### src/rtl/keypad_pkg.sv
// Shared types and constants for the hex keypad entry block.
// Key layout, column decode and row decode helpers.
package keypad_pkg;

  typedef enum logic [1:0] {
    SCAN,
    PRESS_DB,
    HELD,
    RELEASE_DB
  } kp_state_t;

  localparam logic [3:0] ROW_IDLE = 4'b1111;

  // Indexed [row][col], row 0 at the top, col 0 at the left.
  localparam logic [3:0] KEY_MAP [4][4] = '{
    '{4'h1, 4'h2, 4'h3, 4'hA},
    '{4'h4, 4'h5, 4'h6, 4'hB},
    '{4'h7, 4'h8, 4'h9, 4'hC},
    '{4'h0, 4'hF, 4'hE, 4'hD}
  };

  // Active-low column drive for one column index.
  function automatic logic [3:0] col_drive(input logic [1:0] idx);
    col_drive = ~(4'b0001 << idx);
  endfunction

  // Index of the single low row bit; only used on one-hot-low patterns.
  function automatic logic [1:0] row_index(input logic [3:0] r);
    unique case (r)
      4'b1110: row_index = 2'd0;
      4'b1101: row_index = 2'd1;
      4'b1011: row_index = 2'd2;
      4'b0111: row_index = 2'd3;
      default: row_index = 2'd0;
    endcase
  endfunction

endpackage

### src/rtl/sync_2ff.sv
// Two-flop synchronizer for asynchronous level inputs.
// Reset value is a parameter so idle-high inputs stay idle.
module sync_2ff #(
  parameter int WIDTH = 1,
  parameter logic [WIDTH-1:0] RESET_VAL = '0
) (
  input  logic             clk,
  input  logic             rst,
  input  logic [WIDTH-1:0] d,
  output logic [WIDTH-1:0] q
);

  logic [WIDTH-1:0] meta;

  // Two-stage capture of the asynchronous input.
  always_ff @(posedge clk or posedge rst) begin
    if (rst) begin
      meta <= RESET_VAL;
      q    <= RESET_VAL;
    end else begin
      meta <= d;
      q    <= meta;
    end
  end

endmodule

### src/rtl/hex_keypad_entry.sv
// 4x4 hex keypad scanner with debounce and a 32-bit
// digit entry register feeding the display and ALU.
module hex_keypad_entry
  import keypad_pkg::*;
#(
  parameter int SCAN_DIV        = 1000,
  parameter int DEBOUNCE_CYCLES = 500000
) (
  input  logic        clk,
  input  logic        rst,
  input  logic [3:0]  row,
  input  logic        clr,
  output logic [3:0]  col,
  output logic [31:0] number,
  output logic        load,
  output logic        key_valid,
  output logic [3:0]  key_code
);

  localparam int SW = (SCAN_DIV > 1) ? $clog2(SCAN_DIV) : 1;
  localparam int DW = $clog2(DEBOUNCE_CYCLES + 1);
  localparam logic [SW-1:0] SCAN_LAST = SW'(SCAN_DIV - 1);
  localparam logic [DW-1:0] DB_LAST   = DW'(DEBOUNCE_CYCLES - 1);
  localparam logic [DW-1:0] DB_MAX    = DW'(DEBOUNCE_CYCLES);

  logic [3:0]    row_s;
  kp_state_t     state;
  logic [1:0]    col_idx;
  logic [SW-1:0] scan_cnt;
  logic [DW-1:0] db_cnt;
  logic [3:0]    row_lat;
  logic [1:0]    row_idx;
  logic [3:0]    code_new;

  sync_2ff #(
    .WIDTH     (4),
    .RESET_VAL (ROW_IDLE)
  ) u_sync (
    .clk (clk),
    .rst (rst),
    .d   (row),
    .q   (row_s)
  );

  assign code_new = KEY_MAP[row_idx][col_idx];

  // Scan/debounce state machine with registered outputs and entry register.
  always_ff @(posedge clk or posedge rst) begin
    if (rst) begin
      state     <= SCAN;
      col_idx   <= 2'd0;
      col       <= 4'b1110;
      scan_cnt  <= '0;
      db_cnt    <= '0;
      row_lat   <= ROW_IDLE;
      row_idx   <= 2'd0;
      number    <= '0;
      load      <= 1'b0;
      key_valid <= 1'b0;
      key_code  <= 4'h0;
    end else begin
      load      <= 1'b0;
      key_valid <= 1'b0;
      if (clr) begin
        number <= '0;
        load   <= 1'b1;
      end
      unique case (state)
        SCAN: begin
          if (scan_cnt == SCAN_LAST) begin
            scan_cnt <= '0;
            if ($onehot(~row_s)) begin
              row_lat <= row_s;
              row_idx <= row_index(row_s);
              db_cnt  <= '0;
              state   <= PRESS_DB;
            end else begin
              col_idx <= col_idx + 2'd1;
              col     <= col_drive(col_idx + 2'd1);
            end
          end else begin
            scan_cnt <= scan_cnt + 1'b1;
          end
        end
        PRESS_DB: begin
          if (row_s != row_lat) begin
            db_cnt   <= '0;
            scan_cnt <= '0;
            col_idx  <= col_idx + 2'd1;
            col      <= col_drive(col_idx + 2'd1);
            state    <= SCAN;
          end else if (db_cnt == DB_LAST) begin
            db_cnt <= '0;
            state  <= HELD;
            if (!clr) begin
              key_code  <= code_new;
              number    <= {number[27:0], code_new};
              load      <= 1'b1;
              key_valid <= 1'b1;
            end
          end else if (db_cnt != DB_MAX) begin
            db_cnt <= db_cnt + 1'b1;
          end
        end
        HELD: begin
          if (row_s == ROW_IDLE) begin
            db_cnt <= '0;
            state  <= RELEASE_DB;
          end
        end
        RELEASE_DB: begin
          if (row_s != ROW_IDLE) begin
            db_cnt <= '0;
            state  <= HELD;
          end else if (db_cnt == DB_LAST) begin
            db_cnt   <= '0;
            scan_cnt <= '0;
            col_idx  <= col_idx + 2'd1;
            col      <= col_drive(col_idx + 2'd1);
            state    <= SCAN;
          end else if (db_cnt != DB_MAX) begin
            db_cnt <= db_cnt + 1'b1;
          end
        end
        default: state <= SCAN;
      endcase
    end
  end

endmodule

### config.mk
export PLATFORM = sky130hd
export DESIGN_NAME = hex_keypad_entry
export DESIGN_NICKNAME = d
export VERILOG_FILES = /design/src/rtl/keypad_pkg.sv /design/src/rtl/sync_2ff.sv /design/src/rtl/hex_keypad_entry.sv
export SDC_FILE = /design/constraint.sdc
export NUM_CORES = 1
export LEC_CHECK = 0
export CORE_ASPECT_RATIO = 0.7
export CORE_MARGIN = 4
export CORE_UTILIZATION = 50
export CTS_CLUSTER_DIAMETER = 150
export DETAILED_ROUTE_END_ITERATION = 8
export GPL_ROUTABILITY_DRIVEN = 0
export PLACE_DENSITY = 0.7
export SYNTH_ARGS = -nofsm -noshare
export SYNTH_HDL_FRONTEND = slang
export SYNTH_SLANG_ARGS = --single-unit
export TNS_END_PERCENT = 1
### constraint.sdc
create_clock -name clk -period 5.85 [get_ports clk]
set_input_delay 0.585 -clock clk [delete_from_list [all_inputs] [get_ports clk]]
set_output_delay 0.585 -clock clk [all_outputs]
set_load 0.005 [all_outputs]
# Word-level counts from Yosys, hierarchy flattened
# Cells that the tools add are included.
# Widths: inputs -> output; s select.
[op_classes]
bitwise = 6
n_lt_le_gt_ge = 2
n_shift = 1
eq_ne = 22
n_mul = 0
n_reduce_logical = 8
muxes = 54
div = 0
n_addsub = 6
[op_table]
columns = ["cell", "n"]
rows = [
  ["$mux 32", 5],
  ["$mux 19", 7],
  ["$pmux 19 s4", 1],
  ["$mux 10", 4],
  ["$bmux 16 s2", 1],
  ["$mux 16", 2],
  ["$pmux 10 s3", 1],
  ["$mux 4", 7],
  ["$mux 2", 12],
  ["$add 19x1->19 const B", 1],
  ["$eq 19x19->1 const B", 1],
  ["$ne 19x19->1 const B", 1],
  ["$ne 2x2->1 const B", 7],
  ["$eq 4x4->1 const B", 3],
  ["$pmux 2 s3", 2],
  ["$pmux 4 s3", 1],
  ["$add 10x1->10 const B", 1],
  ["$eq 10x10->1 const B", 1],
  ["$mux 1", 9],
  ["$bmux 4 s2", 1],
  ["$not 4->4", 2],
  ["$pmux 2 s4", 1],
  ["$reduce_and 4->1", 2],
  ["$ge 3x3->1 const B", 2],
  ["18 further kinds", 24],
]
[totals]
input_bits = 7
ram_bits = 0
out_inout_bits = 42
register_bits = 89
memories = 0
latch_bits = 0
wordCells = 112
rom_bits = 0

# Depth between registers and ports, before layout
# Gate-level depths: netlist of the first run.
[depth]
word_depth = 11
ltp_mapped = 11
ltp_nobuf = 10

# Cells and area by module
# From an unflattened synthesis of the first run, not the netlist that was laid out.
[unflattened]
hier_cells = 454
area_unflattened_um2 = 4520.6
[by_module_without_submodules]
columns = ["mod", "area_each_um2", "n_inst", "cells_each", "seq_area_each_um2"]
rows = [
  ["hex_keypad_entry", 4306.6, 1, 445, 2035.7],
  ["sync_2ff", 214.0, 1, 9, 210.2],
]

# Worst setup path after synthesis of the first run
# No wires, ideal clock.
[synth_path]
kind = "register to register"
start = "register u_sync.q[3]"
end = "register db_cnt[0]"
arrival_ps = 2539
stages_incl_launch_ff = 12
required_ps = 5731
n_path_buf = 2
setup_time_ps = 119
slack_ps = 3193
cell_sequence = "dfstp_2 > fa_1 > inv_1 > ha_1 > ha_1 > nor2_1 > nand2_1 > o311a_4 > buf_6 > nor2_1 > buf_4 > nor2_1"
[synth_between]
elab_chain_len = 6
[synth_lines]
columns = ["element", "line_no", "rtl"]
rows = [
  ["start, declared", "sync_2ff.sv:10", "output logic [WIDTH-1:0] q"],
  ["start signal, assigned", "sync_2ff.sv:22", "q <= meta;"],
  ["$not 4->4", "hex_keypad_entry.sv:72", "if ($onehot(~row_s)) begin"],
  ["$add 1x1->2 (not written as such)", "hex_keypad_entry.sv:72", ""],
  ["$add 2x2->3 (not written as such)", "hex_keypad_entry.sv:72", ""],
  ["$eq 3x1->1", "hex_keypad_entry.sv:72", ""],
  ["$ne 2x2->1 (no source line)", "--", ""],
  ["$reduce_and 3->1 (no source line)", "--", ""],
  ["end signal, assigned", "hex_keypad_entry.sv:102", "db_cnt <= db_cnt + 1'b1;"],
  ["end signal, assigned", "hex_keypad_entry.sv:122", "db_cnt <= db_cnt + 1'b1;"],
  ["end, declared", "hex_keypad_entry.sv:30", "logic [DW-1:0] db_cnt;"],
]
# Several ways; a longest one is shown, not always the timed one.
# A chain may end at the register's enable or synchronous reset.

# Worst setup path in the final report of the first run
[layout_path]
start = "register u_sync.q[3]"
end = "register db_cnt[7]"
# The elaborated chain is that of the path after synthesis.

==> flow_summary_export.csv, run 1 <==
group,metric,value,unit
timing,period_minus_slack,3.24,ns
die,fp.dieW,120,um
critical_path,cp.arrival,3.42,ns
power,power_density,243,nW/um2
layout,layout_commonest_cell,"nand2_1",
synth,syn_area_per_cell,9.78,um2
power,ir_drop,229,uV
outcome,outcome,"finished, final reports clean",
global_routing,grt_pass1_wl,15700,um
synth,yosys.area.top_type,"dfrtp_1",
timing,hold_viol_final,0,
critical_path,cp-start-kind,"register",
critical_path,crit_buf_inv,1,
critical_path,path_common_cell,"nor2_1",
cts,clk-insertion-delay-late,0.35,ns
timing,drv_slew,0,
synth,muxShareOfSynthArea,3.45,%
synth,synthCells,449,
timing,finalCritPeriodShare,55.3,%
cts,cts_resized,0,
timing,rsz0062_at_grt,"false",
die,dieArea,10400,um2
synth,synth-simple-area-share,22.1,%
synth,synth-compound-area-share,10.9,%
power,p_sw_share,21.0,%
synth,synth_ff_type,"dfrtp_1",
route,vias,3312,
critical_path,crit_fanout,22,
synth,synth_top_family_by_area,"simple AND/OR/NAND/NOR gates",
synth,synth-seq-cells,89,
timing,fmax,0.309,GHz
synth,synth_top_area_share,42.2,%
layout,drive_gt1_share,11.6,%
cts,cts.htree.levels,3,
power,p_seq_share,49.0,%
layout,final_cell_mix,"nand2_1, dfrtp_1, clkdlybuf4s50_1, a21oi_1, nor2_1",
route,ant_nets,0,
synth,yosysWarningCount,0,
cts,clkSinkCount,89,
synth,synth_area_leaders,"dfrtp_1, dfstp_2, nand2_1",
synth,yosysSeqAreaShare,51.2,%
synth,synth_nets,470,
power,p_int,1010,uW
timing,setup_tns,0,ns
critical_path,crit_path_end_kind,"register",
critical_path,critical_path.max_stage_delay,0.80,ns
die,start_util,51.6,%
cts,cts_buffers,9,
die,core_area,8510,um2
layout,fin_nets,508,
timing,holdWs,0.356,ns
power,p_leak,0.00215,uW
timing,worst_slew_pin_slew,1.16,ns
layout,antenna_cells,0,
critical_path,crit_family,"simple AND/OR/NAND/NOR gates",
cts,path_clk_slew,0.06,ns
cts,cts-root-buf,"clkbuf_16",
critical_path,worstPathRequired,6.04,ns
cts,cts_hold_buffers,0,
worst_hold_path,min_path_type,"reg2reg",
layout,instances_no_fill,612,
cts,cts.path.max_buffers,2,
synth,async_flop_share,100,%
global_routing,gr-total-overflow,0,
critical_path,crit_slowest_cell,"nor2_1",
placement,io_buffer_count,48,
die,die_h,86.4,um
placement,placed_cell_area,4930,um2
placement,dp_hpwl,6070,um
route,post_drt_wl_per_cell,14.8,um
critical_path,path_class,"reg2reg",
timing,setup-violations-final,0,
cts,cts_setup_buffers,0,
cts,cts_tree,"built",
power,power_frac_clock,48.6,%
layout,area_growth,19.6,%
global_routing,grt.total_usage,19.1,%
critical_path,worstPathCellList,"fa_1 -> inv_1 -> ha_1 -> ha_1 -> nor2_1 -> nand2_1 -> o311a_4 -> nor2_1 -> nor2_1",
route,routed_via_density,5.41,
layout,fin_util,61.7,%
die,rows,28,
placement,dp.cells,596,
synth,syn_area,4390,um2
layout,fin_area,5250,um2
route,drt_iter0_markers,332,
power,pwr-share-comb,2.5,%
synth,ys_types,55,
timing,relSlewSlack,22.5,%
timing,skew,0.00964,ns
global_routing,antenna_found_initial,0,
route,drt_pass1_iterations,4,
global_routing,grt_max_degree,90,
route,wl,9040,um
flow_run,cap_violations,0,
synth,synth-edff-count,0,
synth,synth_xor_area_share,3.39,%
power,p_sw,268,uW
die,io_pins,49,
route,drc,0,
synth,yosys.area_share.adder,4.16,%
global_routing,grt_pass1_vias,3236,
## path summary, 6_finish.rpt
path / startpoint / endpoint / slack [ns] / cells after the start
max: u_sync.q[3] / db_cnt[7] / 2.61 / 9
min: u_sync.meta[1] / u_sync.q[1] / 0.36 / 0
max reg2reg: u_sync.q[3] / db_cnt[7] / 2.61 / 9
min reg2reg: u_sync.meta[1] / u_sync.q[1] / 0.36 / 0
max in group asynchronous: rst / db_cnt[1] / 4.24 / 3
min in group asynchronous: rst / scan_cnt[5] / 0.90 / 3
## stage by stage
| stage | power, uW | setup slack (ns) |
|---|---|---|
| 2_1_floorplan | 656 | 2.98 |
| 3_3_place_gp | 667 | 2.71 |
| 3_5_place_dp | 668 | 2.62 |
| 6_report | 1280 | 2.61 |
| 5_1_grt | 1320 | 2.42 |
| 4_1_cts | 1290 | 2.62 |
## registers in the layout, indices dropped and copies added (netlist names), 4 cells and up
signal / cells
db_cnt: 19
u_sync.q: 4
row_lat: 4
u_sync.meta: 4
col: 4
number: 32
key_code: 4
scan_cnt: 10
## synthesized netlist by cell type, drive strengths merged, types with 2 or more instances
cell	n
o21ai	22
or3	2
and3	4
clkbuf	11
mux2	9
o31ai	6
mux2i	5
nor2	30
nand4	9
nand3	11
xor2	3
nand2b	3
inv	24
nor2b	2
dfstp	15
a21o	3
o211ai	2
nand4b	2
or4	2
a21oi	43
nor3b	3
o311a	2
buf	14
xnor2	14
nor3	9
nor4bb	2
ha	13
nand2	87
nor4b	4
and2	2
nor4	7
dfrtp	74
## layout make-up
cell class / count / area, um2
inverter: 24 / 91.3
timing repair buffer: 52 / 510
tap: 120 / 150
sequential: 89 / 2250
multi-input combinational: 311 / 1940
clock buffer: 10 / 229
clock inverter: 6 / 90.1
fill: 703 / 3260
## worst register-to-register path, stage by stage, from the launching register on
cell     delay, ns
dfstp_2       0.60
fa_1          0.43
inv_1         0.06
ha_1          0.13
ha_1          0.22
nor2_1        0.15
nand2_1       0.11
o311a_4       0.45
nor2_1        0.81
nor2_1        0.12
## layer usage
layer / vias up / share of wire [%] / track usage [%]
li1: 1608 / - / -
met1: 1611 / 48 / 26.8
met2: 80 / 44 / 28.4
met3: 13 / 5.5 / 5.22
met4: 0 / 1.7 / 7.48
met5: - / 0 / 0
## kinds of logic after synthesis
logic type	Yosys count
buffers and inverters	49
AND/OR/NAND/NOR	183
flip-flops	89
XOR/XNOR	17
adder cells (fa/ha/maj)	14
AO/OA/AOI/OAI	83
multiplexers	14
## power by group through the flow
| stage | Clock (uW) | Combinational [uW] | Sequential (uW) |
|---|---|---|---|
| finish | 620 | 31.5 | 624 |
| global route | 663 | 36.5 | 625 |
| CTS | 636 | 32.7 | 624 |
| detailed placement | 0 | 32.5 | 636 |
| global placement | 0 | 31.7 | 635 |
| floorplan | 0 | 21.5 | 634 |
No activity file was read; power rests on OpenSTA's default activity.
==> run 2: changes to the inputs <==
==> constraint.sdc (replaced) <==
create_clock -name clk -period 3.3 [get_ports clk]
set_input_delay 0.33 -clock clk [delete_from_list [all_inputs] [get_ports clk]]
set_output_delay 0.33 -clock clk [all_outputs]
set_load 0.005 [all_outputs]
==> run 2 against run 1 <==
Power up 73%. Global-route usage up 0.086 points. Critical endpoint is now db_cnt[10]. Die area unchanged. Maximum frequency up 14%. Critical path depth up 1. Utilization up 0.48 points. First-iteration DRC count down 8.4%. Register-to-register slack worse by 2.2 ns. Largest cell class unchanged. Largest power group unchanged.
==> flow_summary_export.csv, run 2 (same netlist as run 1, synthesis figures left out) <==
group,metric,value,unit
outcome,outcome,"finished, final reports clean",
route,post_drt_wl_per_cell,14.6,um
layout,max_flop_register,"number",
timing,setup-violations-final,0,
route,drc,0,
die,io_pins,49,
die,fp.dieW,120,um
timing,worst_slew_pin_slew,0.843,ns
timing,period_minus_slack,2.85,ns
global_routing,grt.total_usage,19.2,%
critical_path,path_class,"reg2reg",
layout,fill_cells,707,
route,routed_via_density,5.34,
layout,fin_util,62.2,%
route,ant_nets,0,
timing,skew,0.00883,ns
critical_path,cp-start-kind,"register",
timing,hold_viol_final,0,
critical_path,cp.arrival,3.08,ns
layout,area_growth,20.6,%
placement,io_buffer_count,48,
cts,cts.htree.levels,3,
worst_hold_path,min_path_type,"reg2reg",
layout,biggestRegsByFlops,"number: 32 flops, db_cnt: 19 flops, scan_cnt: 10 flops",
route,drt_pass1_iterations,4,
global_routing,grt_pass1_wl,15700,um
layout,regArea,2250,um2
critical_path,worstPathRequired,3.53,ns
cts,cts.path.max_buffers,2,
layout,instances_no_fill,618,
placement,dp_hpwl,6210,um
layout,largest_reg_flops,32,
cts,cts_setup_buffers,0,
timing,relSlewSlack,43.3,%
critical_path,crit_fanout,22,
global_routing,gr-total-overflow,0,
cts,cts_hold_buffers,0,
critical_path,crit_path_end_kind,"register",
power,ir_drop,266,uV
die,core_area,8510,um2
cts,clkSinkCount,89,
power,power_density,416,nW/um2
timing,drv_slew,0,
timing,rsz0062_at_grt,"false",
cts,cts-root-buf,"clkbuf_16",
layout,final_cell_mix,"nand2_1, dfrtp_1, clkdlybuf4s50_1, a21oi_1, nor2_1",
die,dieArea,10400,um2
layout,layout_commonest_cell,"nand2_1",
timing,setup_tns,0,ns
route,drt_iter0_markers,304,
cts,path_clk_slew,0.07,ns
timing,finalCritPeriodShare,86.3,%
layout,fin_nets,514,
global_routing,grt_pass1_vias,3140,
flow_run,cap_violations,0,
layout,multi_input_area,1940,um2
route,wl,9050,um
placement,dp.cells,602,
die,start_util,51.6,%
global_routing,antenna_found_initial,0,
layout,antenna_cells,0,
layout,drive_gt1_share,12.7,%
cts,cts_resized,0,
cts,clk-insertion-delay-late,0.34,ns
die,die_h,86.4,um
route,vias,3299,
global_routing,grt_max_degree,50,
cts,cts_buffers,9,
die,rows,28,
power,p_leak,0.00218,uW
cts,cts_tree,"built",
timing,fmax,0.351,GHz
## run 2: stage by stage
| step | cell area [um2] | setup WS [ns] | hold WS [ns] | total power [uW] |
|---|---|---|---|---|
| floorplan | 4390 | 0.643 | 0.334 | 1160 |
| global placement | 4990 | 0.515 | 0.346 | 1180 |
| detailed placement | 4990 | 0.442 | 0.347 | 1190 |
| CTS | 5290 | 0.447 | 0.356 | 2240 |
| global route | 5290 | 0.287 | 0.364 | 2300 |
| finish | 5290 | 0.452 | 0.356 | 2200 |
## run 2: power breakdown
group          switching [uW]  internal, uW
sequential               5.69          1100
combinational            39.4          18.8
clock                     426           612
## run 2: area by class of cell
cell class / count / area share [%]
Sequential cell: 89 / 42.4
Multi-Input combinational cell: 311 / 36.6
Clock buffer: 11 / 4.59
Timing Repair Buffer: 58 / 10.7
Clock inverter: 5 / 1.13
Inverter: 24 / 1.73
Tap cell: 120 / 2.84
## run 2: worst paths after layout
kind	cells after the start	endpoint	start	slack, ns
worst max register to register	10	db_cnt[10]	u_sync.q[3]	0.45
worst max-delay path	10	db_cnt[10]	u_sync.q[3]	0.45
min in group asynchronous	2	scan_cnt[3]	rst	0.46
worst min-delay path	0	u_sync.q[1]	u_sync.meta[1]	0.36
worst min register to register	0	u_sync.q[1]	u_sync.meta[1]	0.36
max in group asynchronous	3	db_cnt[2]	rst	2.16
## run 2: layer usage
layer	track usage, %	vias up	routed length [um]
met1	28.7	1587	4530
li1	-	1615	-
met5	0	-	0
met2	26.9	90	3840
met3	6.46	7	594
met4	4.57	0	86
## run 2: worst max-delay path, stage by stage, from the launching register on
cell and delay [ns]:
dfstp_2 0.60, fa_1 0.42, inv_1 0.06, ha_1 0.13, ha_1 0.22, nor2_1 0.15, nand2_1 0.11, o311a_4 0.46
nor4bb_1 0.37, xnor2_1 0.16, nor2_1 0.05
==> run 3: changes to the inputs <==
--- a/config.mk
+++ b/config.mk
@@ -12,6 +12,7 @@
 export DETAILED_ROUTE_END_ITERATION = 8
 export GPL_ROUTABILITY_DRIVEN = 0
 export PLACE_DENSITY = 0.7
+export SLEW_MARGIN = 20
 export SYNTH_ARGS = -nofsm -noshare
 export SYNTH_HDL_FRONTEND = slang
 export SYNTH_SLANG_ARGS = --single-unit
==> results of run 3 <==
No change in the layout: final DEF, timing and power equal those of run 2.
==> variant 1, RTL diff (config.mk and constraints of run 3) <==
Make the reset (`rst`) synchronous in 2 clocked blocks. Comments in the files are not updated.
--- a/src/rtl/sync_2ff.sv
+++ b/src/rtl/sync_2ff.sv
@@ -14,5 +14,5 @@
 
   // Two-stage capture of the asynchronous input.
-  always_ff @(posedge clk or posedge rst) begin
+  always_ff @(posedge clk) begin
     if (rst) begin
       meta <= RESET_VAL;
--- a/src/rtl/hex_keypad_entry.sv
+++ b/src/rtl/hex_keypad_entry.sv
@@ -46,5 +46,5 @@
 
   // Scan/debounce state machine with registered outputs and entry register.
-  always_ff @(posedge clk or posedge rst) begin
+  always_ff @(posedge clk) begin
     if (rst) begin
       state     <= SCAN;
Check against the original RTL: differs if rst is asserted again (counterexample within 4 cycles, from zero or initial values and one cycle with rst high); with rst held inactive, the same outputs for 10 cycles.
==> variant 1 against run 3 <==
- worst hold slack improved by 0.060 ns
- sequential cell count unchanged
- critical path depth decreased by 2
- total power decreased by 3.3%
- synthesized area decreased by 2.4%
- count of clock-buffer cells in the layout increased by 2
- setup slack got worse by 0.021 ns
- design area decreased by 3.3%
- via count increased by 19%
- routed wire length increased by 18%
- largest cell class is now multi-input combinational cells
- largest power group unchanged
==> variant 1: results (changes against run 3) <==
** Outcome
- Outcome :: finished clean

** Layout
- The fraction of layout cells with a size suffix above 1 came to 8.152% (-4.5 points).
- The non-clock inverter instance count of the final layout was 17 (-29%).
- The final-layout clock-cell area share is 5.522% (-0.20 points).
- Sequential cell area :: 1782 um2 (-21%)
- Multi-Input Combinational :: 372 (+20%)
- The layout filler cell count was 729 (+3.1%).
- The layout buffering overhead excluding clock cells is 10.99% (+0.26 points).
- Area added between synthesis and finish :: 19.47%
- NumNets Final :: 569 (+11%)
- Number of clock buffers in the layout :: 13 (+2)

** Timing
- Final hold slack :: 0.4160 ns (+0.06036 ns)
- Time the worst path needs with I/O delays and setup :: 2.869 ns (+0.02086 ns)
- Slew at the pin closest to its max-slew limit :: 0.9020 ns (+0.05903 ns)
- The final clock skew is 0.006363 ns (-0.002463 ns).

** Detailed routing
- The wire length per cell came to 16.40 um (+12%).
- The average vias per placed instance is 5.995 (+12%).
- Iteration count of the initial detailed-routing pass :: 5 (+1)
- The number of DRC markers after the initial detailed-route iteration is 404 (+33%).
- Via Count :: 3915 (+19%)

** Min path
- Hold_sp :: u_sync.meta[2]$_SDFF_PP1_
- Worst Hold Path Cells :: 1 (+1)
- The worst hold path terminates at u_sync.q[2]$_SDFF_PP1_.

** Global route
- Largest net degree at the start of global routing :: 40 (-20%)
- Overall fraction of global-route tracks in use :: 21.50% (+2.3 points)
- Number of global-route vias before repair :: 3651 (+16%)

** Worst setup path
- Cell with the largest stage delay on the worst path :: sky130_fd_sc_hd__fa_1
- The reg-to-reg setup timing slack is 0.43 ns (-0.02 ns).
- Arrival time at the worst endpoint :: 3.07 ns (about the same)
- The peak fanout along the critical path is 8 (-64%).
- The number of cells on the worst reg-to-reg path came to 8 (-2).
- The worst register-to-register path ends at db_cnt[7]$_SDFFE_PP0P_.
- In this run the critical register-to-register path is launched from u_sync.q[0]$_SDFF_PP1_.
- The worst stage delay on the critical path came to 0.56 ns (-0.04 ns).

** Synth
- The share of synthesized area occupied by flip-flops and latches came to 41.56% (-9.6 points).
- Ranked by instance count, the synthesized netlist is headed by sky130_fd_sc_hd__dfxtp_1 (89), sky130_fd_sc_hd__a21oi_1 (54), sky130_fd_sc_hd__nand3_1 (53).
- The cell area after synthesis came to 4287 um2 (-2.4%).
- Cells taking the most area after synthesis :: sky130_fd_sc_hd__dfxtp_1 (42%), sky130_fd_sc_hd__a21oi_1 (6.3%), sky130_fd_sc_hd__nand3_1 (6.2%)
- Total nets after synthesis :: 535 (+14%)
- Gate count of the mapped netlist :: 514 (+14%)
- The async set-reset flop share out of synthesis was 0% (-100 points).

** Placement
- The cell count after placement was 638 (+6.0%).
- The detailed-placement wirelength estimate came to 7374 um (+19%).
- The worst setup slack after placement came to 0.4747 ns (+0.03240 ns).
- The total placed instance area is 4838 um2 (-3.1%).

** Power and ir drop
- The power after layout is 2.131 mW (-3.3%).
- The peak supply drop was 266.3 uV (about the same).
- Power dissipated in combinational cells :: 71.7 uW (+23%)
## variant 1: cell types whose count changed after synthesis, sizes merged, moves of 12 or more
cell    delta
dfxtp     +89
dfrtp     -74
nand2     -48
nand3     +42
o21ai     +22
clkbuf    +19
a31oi     +16
dfstp     -15
nor2      -15
a21oi     +12
## variant 1: kinds of logic after synthesis
group / count (synthesis) / share of synthesized area, %
flip-flops: 89 / 41.56
AND/OR/NAND/NOR: 188 / 23.82
XOR/XNOR: 9 / 1.839
adder cells (fa/ha/maj): 14 / 4.262
AO/OA/AOI/OAI: 149 / 20.90
multiplexers: 12 / 2.861
buffers and inverters: 53 / 4.758
## variant 1: layer usage
metal	vias up	track usage [%]	routed length, um
met4	0	5.678	110
met3	9	4.530	475
li1	1944	-	-
met5	-	0	0
met1	1875	30.52	5244
met2	87	33.30	4875
## variant 1: critical path: cells and delay by family (launching register included)
family                     cells  cell delay [ns]
AOI/OAI and AO/OA              2             0.48
DFF                            1             0.39
and+or+nand+nor                2             0.82
adders and majority gates      3             0.99
buffers and inverters          1             0.05
## variant 1: how the worst max path moves through the flow
stage | from | end | cells after the start
6_report | u_sync.q[0]$_SDFF_PP1_ | db_cnt[7]$_SDFFE_PP0P_ | 8
5_1_grt | u_sync.q[0]$_SDFF_PP1_ | db_cnt[15]$_SDFFE_PP0P_ | 8
4_1_cts | u_sync.q[0]$_SDFF_PP1_ | db_cnt[7]$_SDFFE_PP0P_ | 8
3_5_place_dp | u_sync.q[0]$_SDFF_PP1_ | db_cnt[7]$_SDFFE_PP0P_ | 8
3_3_place_gp | u_sync.q[0]$_SDFF_PP1_ | db_cnt[5]$_SDFFE_PP0P_ | 8
2_1_floorplan | u_sync.q[0]$_SDFF_PP1_ | row_lat[0]$_SDFFE_PP1P_ | 8
==> variant 2, RTL diff (settings of run 3) <==
Made on the original files. Change the parameter `DEBOUNCE_CYCLES` from 500000 to 250000.
--- a/src/rtl/hex_keypad_entry.sv
+++ b/src/rtl/hex_keypad_entry.sv
@@ -5,5 +5,5 @@
 #(
   parameter int SCAN_DIV        = 1000,
-  parameter int DEBOUNCE_CYCLES = 500000
+  parameter int DEBOUNCE_CYCLES = 250000
 ) (
   input  logic        clk,
Behaviour: same outputs for any inputs over 10 cycles, from zero or initial values and one cycle with rst high; that may be too few to reach the edited logic, so the function may still have changed.
==> variant 2 against run 3 <==
- the flow now finishes with violations (setup timing)
- first-iteration DRC count up 1.3%
- synthesized area is 0.48% higher
- design area is 3.8% higher
- setup slack got worse by 0.53 ns
- routed wire length grew 9.5%
- total power fell by 0.62%
- sequential cell count decreased by 1
- critical path type unchanged
- highest routed layer unchanged
==> variant 2: results (changes against run 3) <==
** Global route
- Number of global-route vias before repair :: 3432 (+9.3%)
- The global-route wire length before repair was 17250 um (+9.9%).
- Overall fraction of global-route tracks in use :: 20.71% (+1.5 points)
- The pin count of the biggest net entering global routing is 54 (+8.0%).
- The met2 track demand over resource in global routing came to 30.63% (+3.8 points).
- The met3 routing resource usage after global routing came to 6.001% (-0.46 points).

** Layout
- The fraction of layout cells with a size suffix above 1 was 17.88% (+5.2 points).
- Sequential cell area :: 2221 um2 (-1.1%)

** Worst setup path
- The peak fanout along the critical path came to 8 (-64%).
- Arrival time at the worst endpoint :: 3.65 ns (+0.57 ns)
- Kind of cell with the highest combined delay on the critical path :: simple AND/OR/NAND/NOR gates
- The worst stage delay on the critical path was 0.56 ns (-0.04 ns).

** Timing
- The setup TNS was -0.1106 ns (-0.1106 ns).
- The final clock skew came to 0.005386 ns (-0.003440 ns).
- Period utilization :: 102.4% (+16 points)
- The headroom to the max-slew limit was 38.34% (-4.9 points).
- Number of endpoints failing setup at the final stage :: 2 (+2)
- The least setup slack across all paths after layout was -0.07970 ns (-0.5313 ns).

** Detailed routing
- The length of routed met2 wiring came to 4466 um (+16%).
- Wire length reported by the detailed router :: 9905 um (+9.5%)
- Number of DRC markers after the initial detailed-route iteration :: 308 (+1.3%)
- The routed wire length on met3 came to 542 um (-8.8%).
- The routed length on met1 was 4777 um (+5.6%).

** Synth
- Total nets after synthesis :: 445 (-5.3%)
- Counting instances in the post-synthesis netlist gives the leading cell types as sky130_fd_sc_hd__dfrtp_1 (73), sky130_fd_sc_hd__nor2_1 (48), sky130_fd_sc_hd__mux2i_1 (36).
- Ranked by total cell area, the synthesized netlist is headed by sky130_fd_sc_hd__dfrtp_1 (41%), sky130_fd_sc_hd__dfstp_2 (8.9%), sky130_fd_sc_hd__mux2i_1 (8.2%).

** Power and ir drop
- The reported net switching power is 463.6 uW (-1.7%).

** Outcome
- Violations in the final reports :: setup timing
- Outcome :: complete, but fails checks

** Placement
- Worst Setup Slack post-DPL :: -0.05510 ns (-0.4974 ns)
- The total placed instance area was 5079 um2 (+1.8%).
[variant 2: cells by family after synthesis]
family	count (synthesis)	synth area share [%]
AOI/OAI and AO/OA	78	11.29
muxes	46	10.72
buffers and inverters	45	4.424
adders and majority gates	14	4.141
DFF	88	50.34
xor gates and xnor gates	11	2.184
and+or+nand+nor	142	16.90
[variant 2: timing repair]
item                       4_1_cts  5_1_grt
buffers inserted                 2        0
setup endpoints to repair        8       16
hold buffers                     0        0
resized for setup                1       22
gates cloned                     1        0
pin swaps                        2       16
[variant 2: layout make-up]
type	count	share of cell area (%)
clock buffers	11	4.416
clock inverters	5	1.024
inverters	21	1.457
multi-input cells	292	38.29
flip-flops and latches	88	40.41
well taps	120	2.732
repair buffers	64	11.68
[variant 2: final timing paths]
kind | startpoint | to | slack, ns | depth (start not counted)
max | u_sync.q[3]$_DFF_PP1_ | db_cnt[2]$_DFFE_PP0P_ | -0.08 | 9
min | u_sync.meta[2]$_DFF_PP1_ | u_sync.q[2]$_DFF_PP1_ | 0.35 | 0
max reg2reg | u_sync.q[3]$_DFF_PP1_ | db_cnt[2]$_DFFE_PP0P_ | -0.08 | 9
min reg2reg | u_sync.meta[2]$_DFF_PP1_ | u_sync.q[2]$_DFF_PP1_ | 0.35 | 0
max in group asynchronous | rst | col[1]$_DFFE_PP1P_ | 2.06 | 3
min in group asynchronous | rst | number[26]$_DFF_PP0_ | 0.48 | 2
[variant 2: power groups by stage]
stage | clock [mW] | sequential, mW | combinational (mW)
after floorplan | 0 | 1.11 | 0.0405
after global placement | 0 | 1.11 | 0.0666
after detailed placement | 0 | 1.11 | 0.0688
after CTS | 1.05 | 1.09 | 0.0693
after global routing | 1.09 | 1.09 | 0.0870
final | 1.02 | 1.09 | 0.0759
